<file path="src/rtl/pkt_rr_mux.sv">
// pkt_rr_mux: wormhole round-robin packet mux; a HEAD wins the lock, only TAIL releases it.
module pkt_rr_mux #(
  parameter int NPORT = 4,
  parameter int PLW = 64,
  parameter int VCHW = 2
) (
  input  logic                      clk,
  input  logic                      rst_,
  input  logic [NPORT*(PLW+2)-1:0]  idata,
  input  logic [NPORT-1:0]          ivalid,
  input  logic [NPORT*VCHW-1:0]     ivch,
  output logic [NPORT-1:0]          iready,
  output logic [PLW+1:0]            odata,
  output logic                      ovalid,
  output logic [VCHW-1:0]           ovch,
  input  logic                      oready,
  output logic                      oerr
);
  localparam int FLITW = PLW + 2;
  localparam int GW = $clog2(NPORT);
  typedef enum logic {S_IDLE, S_LOCK} state_t;
  state_t r_state, w_next;
  logic [GW-1:0] r_g, r_ptr, w_win;
  logic [FLITW-1:0] r_odata, w_gdata;
  logic [VCHW-1:0] r_ovch, w_gvch;
  logic r_ovalid, r_oerr, w_any, w_ok, w_acc, w_tail;
  logic [NPORT-1:0] w_head, w_stray;
  for (genvar p = 0; p < NPORT; p++) begin : g_port
    assign w_head[p]  = ivalid[p] && idata[p*FLITW+PLW +: 2] == 2'b01;
    assign w_stray[p] = ivalid[p] && idata[p*FLITW+PLW +: 2] != 2'b01;
  end
  assign w_gdata = idata[r_g*FLITW +: FLITW];
  assign w_gvch  = ivch[r_g*VCHW +: VCHW];
  assign w_ok    = !r_ovalid || oready;
  assign w_acc   = r_state == S_LOCK && ivalid[r_g] && w_ok;
  assign w_tail  = w_gdata[FLITW-1:PLW] == 2'b11;
  // Scan downwards so the nearest eligible port after ptr is the last one written.
  always_comb begin
    w_any = 1'b0;
    w_win = '0;
    for (int i = NPORT; i >= 1; i--) begin
      if (w_head[GW'((int'(r_ptr) + i) % NPORT)]) begin
        w_any = 1'b1;
        w_win = GW'((int'(r_ptr) + i) % NPORT);
      end
    end
  end
  always_ff @(posedge clk) begin
    if (!rst_) begin
      r_state <= S_IDLE;
      r_g     <= '0;
      r_ptr   <= GW'(NPORT - 1);
    end else begin
      r_state <= w_next;
      if (r_state == S_IDLE && w_any) r_g <= w_win;
      if (w_acc && w_tail) r_ptr <= r_g;
    end
  end
  always_comb begin
    w_next = r_state == S_IDLE ? (w_any ? S_LOCK : S_IDLE) : (w_acc && w_tail ? S_IDLE : S_LOCK);
  end
  always_comb begin
    iready = '0;
    if (rst_ && r_state == S_IDLE) iready = w_stray;
    else if (rst_) iready[r_g] = w_ok;
  end
  always_ff @(posedge clk) begin
    if (!rst_) begin
      r_odata  <= '0;
      r_ovch   <= '0;
      r_ovalid <= 1'b0;
      r_oerr   <= 1'b0;
    end else begin
      r_oerr   <= r_state == S_IDLE && |w_stray;
      r_ovalid <= w_acc || (r_ovalid && !oready);
      if (w_acc) begin
        r_odata <= w_gdata;
        r_ovch  <= w_gvch;
      end
    end
  end
  assign odata  = r_odata;
  assign ovch   = r_ovch;
  assign ovalid = r_ovalid;
  assign oerr   = r_oerr;
endmodule
</file>
<file path="config.mk">
export PLATFORM = sky130hd
export DESIGN_NAME = pkt_rr_mux
export DESIGN_NICKNAME = d
export VERILOG_FILES = /design/src/rtl/pkt_rr_mux.sv
export SDC_FILE = /design/constraint.sdc
export NUM_CORES = 1
export LEC_CHECK = 0
export CORE_AREA = 5 5 132 134
export CTS_CLUSTER_DIAMETER = 40
export DETAILED_ROUTE_END_ITERATION = 12
export DIE_AREA = 0 0 137 139
export PLACE_DENSITY = 0.71
export SLEW_MARGIN = 10
export SYNTH_ARGS = -nofsm -noshare
export SYNTH_HDL_FRONTEND = slang
export SYNTH_SLANG_ARGS = --single-unit
</file>
<file path="constraint.sdc">
create_clock -name clk -period 1.65 [get_ports clk]
set_input_delay 0.33 -clock clk [delete_from_list [all_inputs] [get_ports clk]]
set_output_delay 0.33 -clock clk [all_outputs]
set_load 0.01 [all_outputs]
</file>
# == Word level (Yosys, flattened, before mapping) ==
# Index checks and enable logic that the tools add are counted.
# op_classes
add_sub_neg,4
n_mul,1
order_cmp,6
eq_ne,9
shifts,2
mux,29
n_bitwise,2
reduce_logical,21
# ops
op,count
variable part select 264 x 10 -> 66 bit,1
2-to-1 mux 1 bit,17
logical AND 1 bit,16
< comparator 2 x 4 -> 1 bit (second input constant),4
binary-select mux 1 bit (select 2 bit),5
== test 2 x 1 -> 1 bit (second input constant),4
multiplier 2 x 6 -> 8 bit (second input constant),1
2-to-1 mux 2 bit,4
2-to-1 mux 4 bit,2
inequality test 2 x 1 -> 1 bit (second input constant),4
variable part select 8 x 4 -> 2 bit,1
adder 2 x 1 -> 2 bit (second input constant),2
adder 2 bit (second input constant),2
AND 4 bit,1
OR reduction 4 bit,1
< comparator 2 x 3 -> 1 bit (second input constant),1
demux 1 bit (select 2 bit),1
== test 2 bit (second input constant),1
greater-or-equal comparator 2 x 1 -> 1 bit (second input constant),1
zero test 1 bit,2
logical OR 1 bit,2
inverter 1 bit,1
# word_totals
ff_bits,75
output_inout_bits,74

# == Logic depth before layout (Yosys ltp) ==
# Gate-level depths: netlist of run 1.
# depth
ltp_word,11
mapped_depth,8
mapped_depth_nobuf,4

# == Least setup slack after synthesis of run 1 ==
# Ideal clock, no wire load.
# synth_timing
path_type,register to register
from,register r_g[0]
to,"register r_odata[35], in the netlist odata[35]"
arrival_ns,1.611
t_required_ns,1.534
path_slack_ns,-0.078
stages_incl_launch_ff,9
n_path_buf,4
synth_period_minus_slack_ns,1.728
path_cell_list,dfxtp_1 buf_6 mux4_2 and3_1 buf_2 buf_6 buf_6 nand2_1 a21boi_1
# synth_via
elab_chain_len,4
word_cells_on_any_way,6
# synth_lines
element,line_no,source
start: declaration,23,"logic [GW-1:0] r_g, r_ptr, w_win;"
start signal: assignment,55,if (r_state == S_IDLE && w_any) r_g <= w_win;
branches (longest 4 deep; another with multiplier 2 x 6 -> 8 bit),-,
end signal: assignment,77,r_odata <= w_gdata;
end: declaration,24,"logic [FLITW-1:0] r_odata, w_gdata;"
# Parallel ways; which one is timed is not known. The select of a mux whose other input is x is not followed.
# A chain may end at the register's enable or synchronous reset.

# == Worst setup path in the final report of run 1 ==
# layout_timing
from,register r_g[0]
to,"register r_odata[4], in the netlist odata[4]"
# The elaborated chain is that of the path after synthesis.

==> flow_metrics.env, run 1 <==
export IMPL_crit_arrival_ns=1.99
export IMPL_hold_class="reg -> reg"
export IMPL_overflow=0
export IMPL_setup_viol=72
export IMPL_met3_usage_pct=6.10
export IMPL_grt_max_degree=42
export IMPL_grt_pass1_wl_um=29600
export IMPL_max_freq_ghz=0.564
export IMPL_ys_warn_count=0
export IMPL_cts_buffer_depth=2
export IMPL_drive_above_1_share_pct=29.9
export IMPL_grt_use_met2_pct=35.7
export IMPL_grt_busiest_layer="met2"
export IMPL_final_area_um2=9740
export IMPL_ys_ff_latch=75
export IMPL_worst_slack_ns=-0.122
export IMPL_relSlewSlack_pct=74.1
export IMPL_avgSynthCellArea_um2=10.4
export IMPL_ys_seq_area_share_pct=32.5
export IMPL_clock_root_buffer="clkbuf_16"
export IMPL_drt_pass1_iter_count=4
export IMPL_start_kind="register"
export IMPL_place_congestion=0.856
export IMPL_grt_setup_unrepaired="true"
export IMPL_hold_violations=0
export IMPL_status="finished with violations"
export IMPL_ir_worst_vdd_uv=558
export IMPL_grt_use_met1_pct=21.9
export IMPL_clock_sinks=75
export IMPL_reg2reg_depth=6
export IMPL_crit_required_ns=1.86
export IMPL_crit_type="reg -> reg"
export IMPL_powerDensity_nw_per_um2=726
export IMPL_dpl_instance_area_um2=8610
export IMPL_stdcell_count=1053
export IMPL_ys_types=28
export IMPL_synthesis_instances=444
export IMPL_cts_hold_buf=0
export IMPL_die_h_um=139
export IMPL_violations="setup timing"
export IMPL_nFillCells=1303
export IMPL_cts_buffers=9
export IMPL_grt_pass1_vias=5611
export IMPL_track_usage_pct=19.9
export IMPL_ant_nets=0
export IMPL_final_common_cell="clkdlybuf4s50_1"
export IMPL_tightest_slew_ns=0.383
export IMPL_grt_antenna_before_repair=1
export IMPL_path_max_fanout=7
export IMPL_dieArea_um2=19000
export IMPL_hpwlAfterDp_um=15800
export IMPL_whs_path_depth=2
export IMPL_core_area_um2=16200
export IMPL_area_delta_synth_final_pct=111
export IMPL_route_vias_total=5190
export IMPL_h_tree_depth=3
export IMPL_fin_crit_sh_pct=107
export IMPL_post_drt_wl_per_cell_um=20.1
export IMPL_syn_nets=723
export IMPL_most_common_layout_cells="clkdlybuf4s50_1, nand2_1, dfxtp_1"
export IMPL_start_util_pct=28.6
export IMPL_totalWireLength_um=21200
export IMPL_p_leak_nw=3.54
export IMPL_cts_tree="yes"
export IMPL_insertion_delay_ns=0.33
export IMPL_io_buffers=352
export IMPL_io_pins=353
export IMPL_clock_skew_ns=0.00618
export IMPL_die_x_um=137
export IMPL_route_detailed_drc=0
export IMPL_rows=47
export IMPL_vias_per_cell=4.93
export IMPL_finalMaxSlewViolations=0
export IMPL_period_minus_slack_ns=1.77
export IMPL_cap_viol_max_count=0
export IMPL_cts_clk_slew_worst_paths_ns=0.06
export IMPL_drtIter0Drc=177
export IMPL_critPathCaptureType="register"
export IMPL_syn_area_um2=4630
export IMPL_placed_cells=1017
export IMPL_nNetsFinal=1106
[final cells by class]
type                            count  area (um2)  area share (%)
Timing Repair Buffer              411        4320            44.4
Antenna cell                        1        2.50          0.0257
Sequential cell                    75        1510            15.5
Multi-Input combinational cell    323        3290            33.7
Tap cell                          220         275            2.83
Clock buffer                       14         307            3.15
Clock inverter                      2        12.5           0.128
Inverter                            7        26.3           0.270
[report_power, final]
group	total, mW	switching [mW]	internal (mW)
Combinational	2.95	1.13	1.83
Sequential	2.08	0.107	1.97
Clock	2.04	0.755	1.28
Total	7.07	1.99	5.08
[worst max-delay path: stages, from the launching register on]
cell       delay (ns)
dfxtp_4          0.41
mux4_2           0.58
buf_6            0.15
and3_4           0.21
clkbuf_16        0.19
nand2_1          0.05
a21boi_0         0.07
[final timing paths]
check                                       startpoint                endpoint  slack (ns)
worst max-delay path               r_g[0]$_SDFFE_PN0P_   odata[4]$_SDFFE_PN0P_       -0.12
worst min-delay path            odata[51]$_SDFFE_PN0P_  odata[51]$_SDFFE_PN0P_        0.45
worst max register to register     r_g[0]$_SDFFE_PN0P_   odata[4]$_SDFFE_PN0P_       -0.12
worst min register to register  odata[51]$_SDFFE_PN0P_  odata[51]$_SDFFE_PN0P_        0.45
[metrics by stage]
step / hold WS [ns] / setup WS (ns) / util (%) / power, mW / TNS [ns]
after global routing: 0.470 / -0.190 / 60.2 / 7.41 / -10.25
after detailed placement: 0.445 / -0.655 / 53.2 / 4.53 / -35.83
after global placement: 0.441 / -0.581 / 53.2 / 4.47 / -32.88
final: 0.449 / -0.122 / 60.2 / 7.07 / -6.36
after CTS: 0.450 / -0.128 / 57.1 / 6.82 / -5.85
after floorplan: 0.479 / -0.0345 / - / 3.19 / -0.689
[logic make-up after synthesis]
kind of cell	Yosys count	synth area share (%)
DFF	75	32.5
muxes	70	33.8
AOI/OAI and AO/OA	94	14.8
buffers and inverters	47	5.06
and+or+nand+nor	158	13.8
[state kept, by name, summed over array words and instances (netlist names)]
register  count
r_state       1
ovalid        1
ovch          2
odata        66
r_g           2
r_ptr         2
oerr          1
[synth_stat cells]
cell type	n	area share (%)
o311ai_0	2	0.38
nand3_1	2	0.22
a21boi_0	50	8.1
dfxtp_1	75	32
a31oi_1	1	0.14
inv_1	7	0.57
o22ai_1	4	0.54
nor2_1	1	0.081
mux2_2	1	0.24
clkbuf_1	14	1.1
mux4_2	69	34
o211ai_1	1	0.16
and2_1	4	0.54
o32ai_1	1	0.19
and3_1	1	0.14
nand3b_1	4	0.65
a2bb2oi_1	2	0.38
nand2b_1	2	0.27
a41oi_1	2	0.38
and3b_1	1	0.19
o21ai_0	8	0.87
a21boi_1	20	3.2
a21bo_2	1	0.22
a21oi_1	2	0.22
nand2_1	142	12
nand3_2	1	0.22
buf_2	22	2.4
buf_6	4	0.97
[routing by layer]
layer  vias up  routed length, um
met5         -                  0
met4         0                508
met3        34               2100
met2       249              11100
met1      2498               7410
li1       2409                  -
[what timing repair did]
item                                    in CTS  in global routing
gates cloned                                 4                 10
endpoints found under the setup margin      75                 76
gates resized for setup                     88                120
pin swaps                                   32                 24
setup buffers                                7                  0
Note: power is estimated with default switching activity, not from simulation.
==> run 2, diff against run 1 <==
RECOVER_POWER = 100   (was default)
==> run 2 against run 1 <==
Against the previous run:
- the run still ends with setup timing left
- final cell count stayed put
- critical endpoint unchanged
- clock power hardly changed
- wire length is essentially flat
- sequential power is essentially flat
- via count up 0.15%
- register-to-register slack is essentially flat
- clock-buffer cell count did not move
- clock skew stayed put
- global-route usage stayed put
- combinational power is essentially flat
- sequential share of layout area hardly changed
==> flow_metrics.env, run 2 (synthesis gave the netlist of run 1 again) <==
export IMPL_cts_tree="yes"
export IMPL_route_vias_total=5198
export IMPL_grt_pass1_vias=5611
export IMPL_ant_nets=0
export IMPL_worst_slack_ns=-0.123
export IMPL_die_x_um=137
export IMPL_cts_buffer_depth=2
export IMPL_clock_skew_ns=0.00618
export IMPL_crit_required_ns=1.86
export IMPL_cap_viol_max_count=0
export IMPL_start_kind="register"
export IMPL_clock_sinks=75
export IMPL_grt_setup_unrepaired="true"
export IMPL_dieArea_um2=19000
export IMPL_track_usage_pct=19.9
export IMPL_place_congestion=0.856
export IMPL_ir_worst_vdd_uv=558
export IMPL_tightest_slew_ns=0.383
export IMPL_post_drt_wl_per_cell_um=20.1
export IMPL_route_detailed_drc=0
export IMPL_nFillCells=1307
export IMPL_status="finished with violations"
export IMPL_rows=47
export IMPL_placed_cells=1017
export IMPL_largest_reg_flops=66
export IMPL_most_common_layout_cells="clkdlybuf4s50_1, nand2_1, dfxtp_1"
export IMPL_grt_max_degree=42
export IMPL_nNetsFinal=1106
export IMPL_area_delta_synth_final_pct=110
export IMPL_grt_pass1_wl_um=29600
export IMPL_vias_per_cell=4.94
export IMPL_powerDensity_nw_per_um2=727
export IMPL_period_minus_slack_ns=1.77
export IMPL_finalPower_mw=7.06
export IMPL_stdcell_count=1053
export IMPL_drtIter0Drc=176
export IMPL_core_area_um2=16200
export IMPL_fin_tns_setup_ns=-6.45
export IMPL_max_freq_ghz=0.564
export IMPL_fin_crit_sh_pct=107
export IMPL_critPathCaptureType="register"
export IMPL_io_pins=353
export IMPL_drt_pass1_iter_count=4
export IMPL_path_max_fanout=7
export IMPL_cts_clk_slew_worst_paths_ns=0.06
export IMPL_violations="setup timing"
export IMPL_clock_root_buffer="clkbuf_16"
export IMPL_drive_above_1_share_pct=29.8
export IMPL_relSlewSlack_pct=74.1
export IMPL_die_h_um=139
export IMPL_insertion_delay_ns=0.33
export IMPL_totalWireLength_um=21200
export IMPL_hpwlAfterDp_um=15800
export IMPL_h_tree_depth=3
export IMPL_cts_buffers=9
export IMPL_cts_hold_buf=0
export IMPL_p_leak_nw=3.50
export IMPL_final_common_cell="clkdlybuf4s50_1"
export IMPL_grt_antenna_before_repair=1
export IMPL_final_area_um2=9720
export IMPL_crit_type="reg -> reg"
export IMPL_overflow=0
export IMPL_dpl_instance_area_um2=8610
export IMPL_finalMaxSlewViolations=0
export IMPL_io_buffers=352
export IMPL_setup_viol=72
export IMPL_hold_violations=0
export IMPL_start_util_pct=28.6
export IMPL_crit_arrival_ns=1.99
export IMPL_utilization_pct=60.1
export IMPL_hold_class="reg -> reg"
[run 2: per-stage QoR]
stage / setup slack [ns] / hold slack, ns
after detailed placement: -0.655 / 0.445
after CTS: -0.128 / 0.450
after global placement: -0.581 / 0.441
after floorplan: -0.0345 / 0.479
final: -0.123 / 0.449
after global routing: -0.190 / 0.470
[run 2: power by group]
group	switching (mW)	internal [mW]	leakage, nW
combinational	1.13	1.82	2.73
clock	0.755	1.28	0.155
sequential	0.108	1.97	0.612
total	1.99	5.07	3.50
[run 2: metal layers]
metal	GRT usage, %	vias to the layer above	part of all wire (%)
met5	0	-	0
met4	7.35	0	2.4
met3	6.10	34	9.9
met2	35.7	251	53
met1	21.9	2504	35
li1	-	2409	-
[run 2: final timing paths]
check	to	depth (start not counted)	startpoint	slack, ns
worst max-delay path	odata[4]$_SDFFE_PN0P_	6	r_g[0]$_SDFFE_PN0P_	-0.12
worst min-delay path	odata[51]$_SDFFE_PN0P_	2	odata[51]$_SDFFE_PN0P_	0.45
worst max register to register	odata[4]$_SDFFE_PN0P_	6	r_g[0]$_SDFFE_PN0P_	-0.12
worst min register to register	odata[51]$_SDFFE_PN0P_	2	odata[51]$_SDFFE_PN0P_	0.45
[run 2: cell type report]
class,instances,area [um2],area share (%)
well taps,220,275,2.83
clock buffers,14,307,3.15
inverters,7,26.3,0.270
repair buffers,411,4300,44.3
clock inverters,2,12.5,0.129
multi-input cells,323,3290,33.8
flip-flops and latches,75,1510,15.5
diodes,1,2.50,0.0257
[run 2: critical path, cell delays in order (launching register included)]
cell	delay [ns]
dfxtp_4	0.41
mux4_2	0.58
buf_6	0.15
and3_4	0.21
clkbuf_16	0.19
nand2_1	0.05
a21boi_0	0.07
[run 2: timing repair]
action                                  CTS  global route
endpoints found under the hold margin     0             0
setup buffers                             7             0
cloned                                    4            10
pin swaps                                32            24
endpoints found under the setup margin   75            76
gates resized for setup                  88           120
